--- src/rtl/button_debounce_pkg.sv ---
// Shared FSM encoding and counter sizing for button_debounce.
`default_nettype none

package button_debounce_pkg;

  typedef enum logic [1:0] {
    IDLE         = 2'd0,
    PRESS_WAIT   = 2'd1,
    HELD         = 2'd2,
    RELEASE_WAIT = 2'd3
  } state_t;

  // Bits needed for a counter that runs 0..cycles-1 (at least one bit).
  function automatic int cnt_width(input int cycles);
    return (cycles > 1) ? $clog2(cycles) : 1;
  endfunction

endpackage

`default_nettype wire

--- src/rtl/sync2.sv ---
// Two-flop synchronizer for a single asynchronous input; reset value is configurable.
`default_nettype none

module sync2 #(
  parameter logic RESET_VAL = 1'b0
) (
  input  logic clk,
  input  logic reset,
  input  logic d,
  output logic q
);

  logic meta;

  always_ff @(posedge clk) begin
    if (reset) begin
      meta <= RESET_VAL;
      q    <= RESET_VAL;
    end else begin
      meta <= d;
      q    <= meta;
    end
  end

endmodule

`default_nettype wire

--- src/rtl/button_debounce.sv ---
// Button debouncer with press/release pulses; optional long-press pulse
// enabled by defining BUTTON_DEBOUNCE_LONG_PRESS_EN.
`default_nettype none

module button_debounce
  import button_debounce_pkg::*;
#(
  parameter int DEBOUNCE_CYCLES = 92160,
  parameter int LONG_CYCLES     = 18432000,
  parameter int ACTIVE_LOW      = 1
) (
  input  logic clk,
  input  logic reset,
  input  logic btn_in,
  output logic level,
  output logic press,
  output logic release_pulse,  // "release" is a reserved word in SystemVerilog
  output logic long_press
);

  localparam int             DW       = cnt_width(DEBOUNCE_CYCLES);
  localparam logic [DW-1:0]  DB_LAST  = DW'(DEBOUNCE_CYCLES - 1);
  localparam logic           IDLE_PIN = (ACTIVE_LOW != 0);

  logic            pin_sync;
  logic            s;
  state_t          state, state_nxt;
  logic [DW-1:0]   cnt, cnt_nxt;
  logic            press_nxt, release_nxt;

  sync2 #(.RESET_VAL(IDLE_PIN)) u_sync (
    .clk   (clk),
    .reset (reset),
    .d     (btn_in),
    .q     (pin_sync)
  );

  assign s     = (ACTIVE_LOW != 0) ? ~pin_sync : pin_sync;
  assign level = (state == HELD) || (state == RELEASE_WAIT);

  always_ff @(posedge clk) begin
    if (reset) begin
      state         <= IDLE;
      cnt           <= '0;
      press         <= 1'b0;
      release_pulse <= 1'b0;
    end else begin
      state         <= state_nxt;
      cnt           <= cnt_nxt;
      press         <= press_nxt;
      release_pulse <= release_nxt;
    end
  end

  // The counter only advances while below DB_LAST, so it can never wrap.
  always_comb begin
    state_nxt   = state;
    cnt_nxt     = cnt;
    press_nxt   = 1'b0;
    release_nxt = 1'b0;
    case (state)
      IDLE: begin
        if (s) begin
          state_nxt = PRESS_WAIT;
          cnt_nxt   = '0;
        end
      end
      PRESS_WAIT: begin
        if (!s) begin
          state_nxt = IDLE;
        end else if (cnt == DB_LAST) begin
          state_nxt = HELD;
          press_nxt = 1'b1;
        end else begin
          cnt_nxt = cnt + 1'b1;
        end
      end
      HELD: begin
        if (!s) begin
          state_nxt = RELEASE_WAIT;
          cnt_nxt   = '0;
        end
      end
      RELEASE_WAIT: begin
        if (s) begin
          state_nxt = HELD;
        end else if (cnt == DB_LAST) begin
          state_nxt   = IDLE;
          release_nxt = 1'b1;
        end else begin
          cnt_nxt = cnt + 1'b1;
        end
      end
      default: state_nxt = IDLE;
    endcase
  end

`ifdef BUTTON_DEBOUNCE_LONG_PRESS_EN
  localparam int            LW        = cnt_width(LONG_CYCLES);
  localparam logic [LW-1:0] LONG_LAST = LW'(LONG_CYCLES - 1);

  logic [LW-1:0] lcnt, lcnt_nxt;
  logic          long_nxt;

  // Hold time is measured from press acceptance and survives release glitches.
  always_comb begin
    lcnt_nxt = lcnt;
    long_nxt = 1'b0;
    if (press_nxt) begin
      lcnt_nxt = '0;
      long_nxt = (LONG_LAST == '0);
    end else if (state_nxt == IDLE) begin
      lcnt_nxt = '0;
    end else if (level && (lcnt != LONG_LAST)) begin
      lcnt_nxt = lcnt + 1'b1;
      long_nxt = ((lcnt + 1'b1) == LONG_LAST);
    end
  end

  always_ff @(posedge clk) begin
    if (reset) begin
      lcnt       <= '0;
      long_press <= 1'b0;
    end else begin
      lcnt       <= lcnt_nxt;
      long_press <= long_nxt;
    end
  end
`else
  assign long_press = 1'b0;
`endif

endmodule

`default_nettype wire

--- config.mk ---
export PLATFORM = sky130hd
export DESIGN_NAME = button_debounce
export DESIGN_NICKNAME = d
export VERILOG_FILES = /design/src/rtl/button_debounce_pkg.sv /design/src/rtl/sync2.sv /design/src/rtl/button_debounce.sv
export SDC_FILE = /design/constraint.sdc
export NUM_CORES = 1
export LEC_CHECK = 0
export CORE_ASPECT_RATIO = 1.25
export CORE_MARGIN = 3
export CORE_UTILIZATION = 40
export CTS_CLUSTER_DIAMETER = 50
export DETAILED_ROUTE_END_ITERATION = 12
export PLACE_DENSITY = 0.6
export SYNTH_ARGS = -nofsm -noshare
export SYNTH_HDL_FRONTEND = slang
export SYNTH_SLANG_ARGS = --single-unit
--- constraint.sdc ---
create_clock -name clk -period 2.8 [get_ports clk]
set_clock_uncertainty 0.05 [all_clocks]
set_input_delay 0.56 -clock clk [delete_from_list [all_inputs] [get_ports clk]]
set_output_delay 0.56 -clock clk [all_outputs]
set_load 0.01 [all_outputs]
[After elaboration in Yosys (flattened, before gate mapping)]
Index checks and enable logic that the tools add are counted.
Cells by class
  $add $sub $neg: 1
  multipliers: 0
  div/mod/pow operators: 0
  order comparisons: 0
  equality and inequality tests: 10
  shift-type cells: 0
  mux-type cells: 14
  bitwise gates (word level): 3
  reduce and logical (&&, ||, !) cells: 6
Operator list (number)
  17-bit two-way mux: 5
  17-bit one-hot mux with 4 select lines: 1
  17-bit by 1-bit adder with 17-bit output (second input constant): 1
  17-bit equality test (second input constant): 1
  2-bit two-way mux: 6
  2-bit one-hot mux with 4 select lines: 1
  4-bit AND reduction: 2
  3-bit OR reduction: 2
  2-bit equality test (second input constant): 2
  2-bit by 1-bit != test with 1-bit output (second input constant): 2
  2-bit != test (second input constant): 2
  3-bit by 2-bit != test with 1-bit output (second input constant): 1
  3-bit != test (second input constant): 1
  1-bit inverter: 3
  2-bit by 1-bit equality test with 1-bit output (second input constant): 1
  2-bit zero test: 1
  1-bit logical OR: 1
  1-bit two-way mux: 1
Storage, ports and cells
  register bits after elaboration: 23
  latch bits: 0
  RAM bits: 0
  bits in read-only memories: 0
  bits of input ports: 3
  output and inout bits: 4
  memories kept: 0

[Logic depth before layout (Yosys ltp)]
  depth in word-level cells: 4
  mapped depth: 7
  depth with buffers taken out: 6

[Hierarchy]
Synthesis repeated with hierarchy kept, for this count alone.
Unflattened totals
  cells, all modules: 151
  area total of the unflattened synthesis: 1271.2 µm²
Modules (own cells, without submodules)
  button_debounce: instances 1, cells each 147, area an instance 1218.7 µm², seq. area each 420.4 µm²
  sync2: instances 1, cells each 4, area an instance 52.6 µm², seq. area each 40.0 µm²

[Worst setup path before layout]
OpenSTA, ideal clock, no wires.
  kind: register -> register
  start point: register cnt[11]
  end point: register cnt[11]
  library setup time: 120 ps
  arrival: 1834 ps
  required time: 2630 ps
  path slack: 796 ps
  cell stages (with the launch flop): 8
  buffers on the path: 2
  clock period less this slack: 2004 ps
  cell sequence: dfxtp_1 -> buf_6 -> or4b_4 -> nor4_4 -> buf_6 -> nor3_4 -> and3_1 -> a211o_1
Between the ends
  word-level cells in the longest chain between the ends: 4
RTL lines
  from (decl): RTL line button_debounce.sv:28  | logic [DW-1:0] cnt, cnt_nxt;
  from (signal assigned): RTL line button_debounce.sv:49  | cnt <= cnt_nxt;
  17-bit by 1-bit adder with 17-bit output / 17-bit equality test (equally long branches)
  17-bit two-way mux (*): RTL line button_debounce.sv:71, button_debounce.sv:87
  17-bit two-way mux, on equally long branches: RTL line button_debounce.sv:85, button_debounce.sv:69
  17-bit one-hot mux with 4 select lines (*): RTL line button_debounce.sv:61  | case (state)
Every way passes the cells marked *; elsewhere a longest branch is shown, timed or not. The select of a mux whose other input is x is not followed.
A chain may end at the register's enable or synchronous reset.

[Worst setup path after layout]
  start point: register cnt[11]
  end point: register cnt[15]
Same word-level chain as after synthesis.

==> metrics.txt <==
CP peak stage delay 580 ps; layout cell share with drive strength beyond 1 9.86%; first-pass GRT wire length 4.46 mm; total die area 3700 um2; P_leak 0.000460 uW; worst-case clock buffer depth 2; WL/cell 13.9 um; Clk pwr share 30.3%; status complete, no violations; Root Driver clkbuf_4; P_sw 115 uW; Max Transition Viols Final 0; Gate power share 4.0%; RSZ-0062 raised after global routing no; Reg power frac 65.7%; fin nets 147; Row Count 21; Period minus WS final 2290 ps; met1 WL 1.15 mm; Post-CTS Resized 0; Die H 67.3 um; Max Freq 436 MHz; H-Tree Depth 1; Worst Setup End Kind flip-flop; Seq/Total Area, Yosys 38.3%; Worst Path Buf+Inv 1; Worst-path clk slew 130 ps; data arrival time of the worst path 2450 ps; Global Route Usage Sum 16.0%; CTS tree built; cell area after synthesis 1200 um2; Worst Setup Start Kind flip-flop; initial antenna violation count 0; WL met3 55 um; Max-slew headroom 64.1%; Main synth FF type dfxtp_1; total number of vias 1019; Post-Syn Nets 143; worst-skew pair later-pin latency 300 ps; Initial Utilization 43.2%; Sink Count 23; Final Hold Viols 0; layout filler cell count 291; Mean Syn Cell Area 8.65 um2; Post-synth EDFFs 0; CP required 2960 ps; Max VDD drop 0.000170 V; IO buf count 5; #FFs+latches synth 23; CP Max Fanout 9; largest area contributor in the netlist dfxtp_1; final setup vio count 0; Ys Warns 0; Top Metal Used met4; Layout area overhead 6.87%; # IOs 7; count leader, synth dfxtp_1; R2R Setup Slk 510 ps; Placer Congestion 0.811; Crit-path slowest cell or4b_4; CP Class flip-flop to flip-flop; switching portion of total power 22.7%; Synth top area share 38.3%; dpl cells 172; DR iter-0 viols 33; antenna diode count 0; Residual DRC 0; final period utilization 81.9%; core area 2790 um2; number of global-route vias before repair 966; Cell Int Power 390 uW; Top Family by Delay on Critical Path simple AND/OR/NAND/NOR gates; worst-margin pin slew 537 ps; post-synthesis cell type count 41; DP HPWL 1.84 mm; number of buffers created by CTS 3; crit-path cells or4b_4, nor4_4, buf_4, nor2_1, and3_1, a221o_1; Routed Antenna Nets 0; min-delay worst type flip-flop to flip-flop; Post-Layout Cell Count 176; setup repair bufs after CTS 0; Total Neg Setup Slack 0 ps; cells after synthesis 139; Synth async-reset ratio 0%; max_cap viols 0; hold_buf cts 0; largest net degree at the start of global routing 17; Synth area leaders dfxtp_1 (38%), nor3_1 (4.2%), nand2_1 (3.7%); DR pass1 iterations 4; wirelength, routed 2.44 mm; Overflow after GRT 0; vias per inst 5.79; routed wl met2 1.22 mm; DIE WIDTH 55.0 um; Commonest cells post-synth dfxtp_1 (23), nand2_1 (12), nor2_1 (11); power density cells 393 nW/um2
-- final timing paths --
path          startpoint       end  depth (start not counted)
max              cnt[11]   cnt[15]                          6
min          u_sync.meta  u_sync.q                          1
max reg2reg      cnt[11]   cnt[15]                          6
min reg2reg  u_sync.meta  u_sync.q                          1
-- cell families (layout without fill, tap and decap cells) --
kind of cell | count (synthesis) | count (layout) | synth area share [%]
AOI/OAI and AO/OA | 26 | 26 | 16.5
xor gates and xnor gates | 5 | 5 | 3.64
adders and majority gates | 1 | 1 | 1.04
buffers and inverters | 10 | 13 | 4.99
DFF | 23 | 23 | 38.3
other | 1 | 1 | 0.312
and+or+nand+nor | 73 | 73 | 35.2
-- per-layer routing --
metal | global-route usage (%) | vias to the layer above
li1 | - | 533
met1 | 21.6 | 471
met2 | 25.7 | 13
met3 | 2.65 | 2
met4 | 4.86 | 0
met5 | 0 | -
-- registers in the layout, summed over array words and instances, names as in the netlist, named ones only --
register,cells
cnt,17
press,1
release_pulse,1
state,1
u_sync.meta,1
u_sync.q,1
-- power by group through the flow --
stage	Sequential (uW)	Clock [uW]	Combinational (uW)
2_1_floorplan	337	0	15.6
4_1_cts	331	159	20.1
3_5_place_dp	339	0	20.1
6_report	331	153	20.1
5_1_grt	332	174	22.4
3_3_place_gp	339	0	20.3
-- layout by cell type (no fill, tap or decap), types with 2 or more instances in the layout --
cell / count
dfxtp_1: 23
clkdlybuf4s50_1: 5
xnor2_1: 4
a21oi_1: 4
buf_4: 2
a21o_1: 2
nand3_1: 7
a211o_1: 5
a211oi_1: 3
a221o_1: 3
nor2_1: 11
clkbuf_4: 3
nand2_1: 12
nand4_1: 6
nor3_1: 10
inv_1: 2
or2_2: 4
and3_1: 7
or4_1: 3
nor4_1: 5
-- area by class of cell --
type	count	area (um2)	share of cell area [%]
Sequential cell	23	460	35.8
Tap cell	34	42.5	3.31
Inverter	2	7.51	0.584
Clock buffer	3	22.5	1.75
Timing Repair Buffer	7	65.1	5.06
Clock inverter	1	5.00	0.389
Multi-Input combinational cell	106	682	53.1
-- metrics by stage --
stage	hold WS, ps	area (um2)	utilization [%]	worst slack (ps)	power (uW)
floorplan	339	1200	-	796	353
global placement	349	1260	45.1	586	359
detailed placement	345	1260	45.1	529	359
CTS	377	1280	46.1	499	510
global route	391	1280	46.1	338	528
finish	375	1280	46.1	507	505
Power figures use the tool's default switching activity.
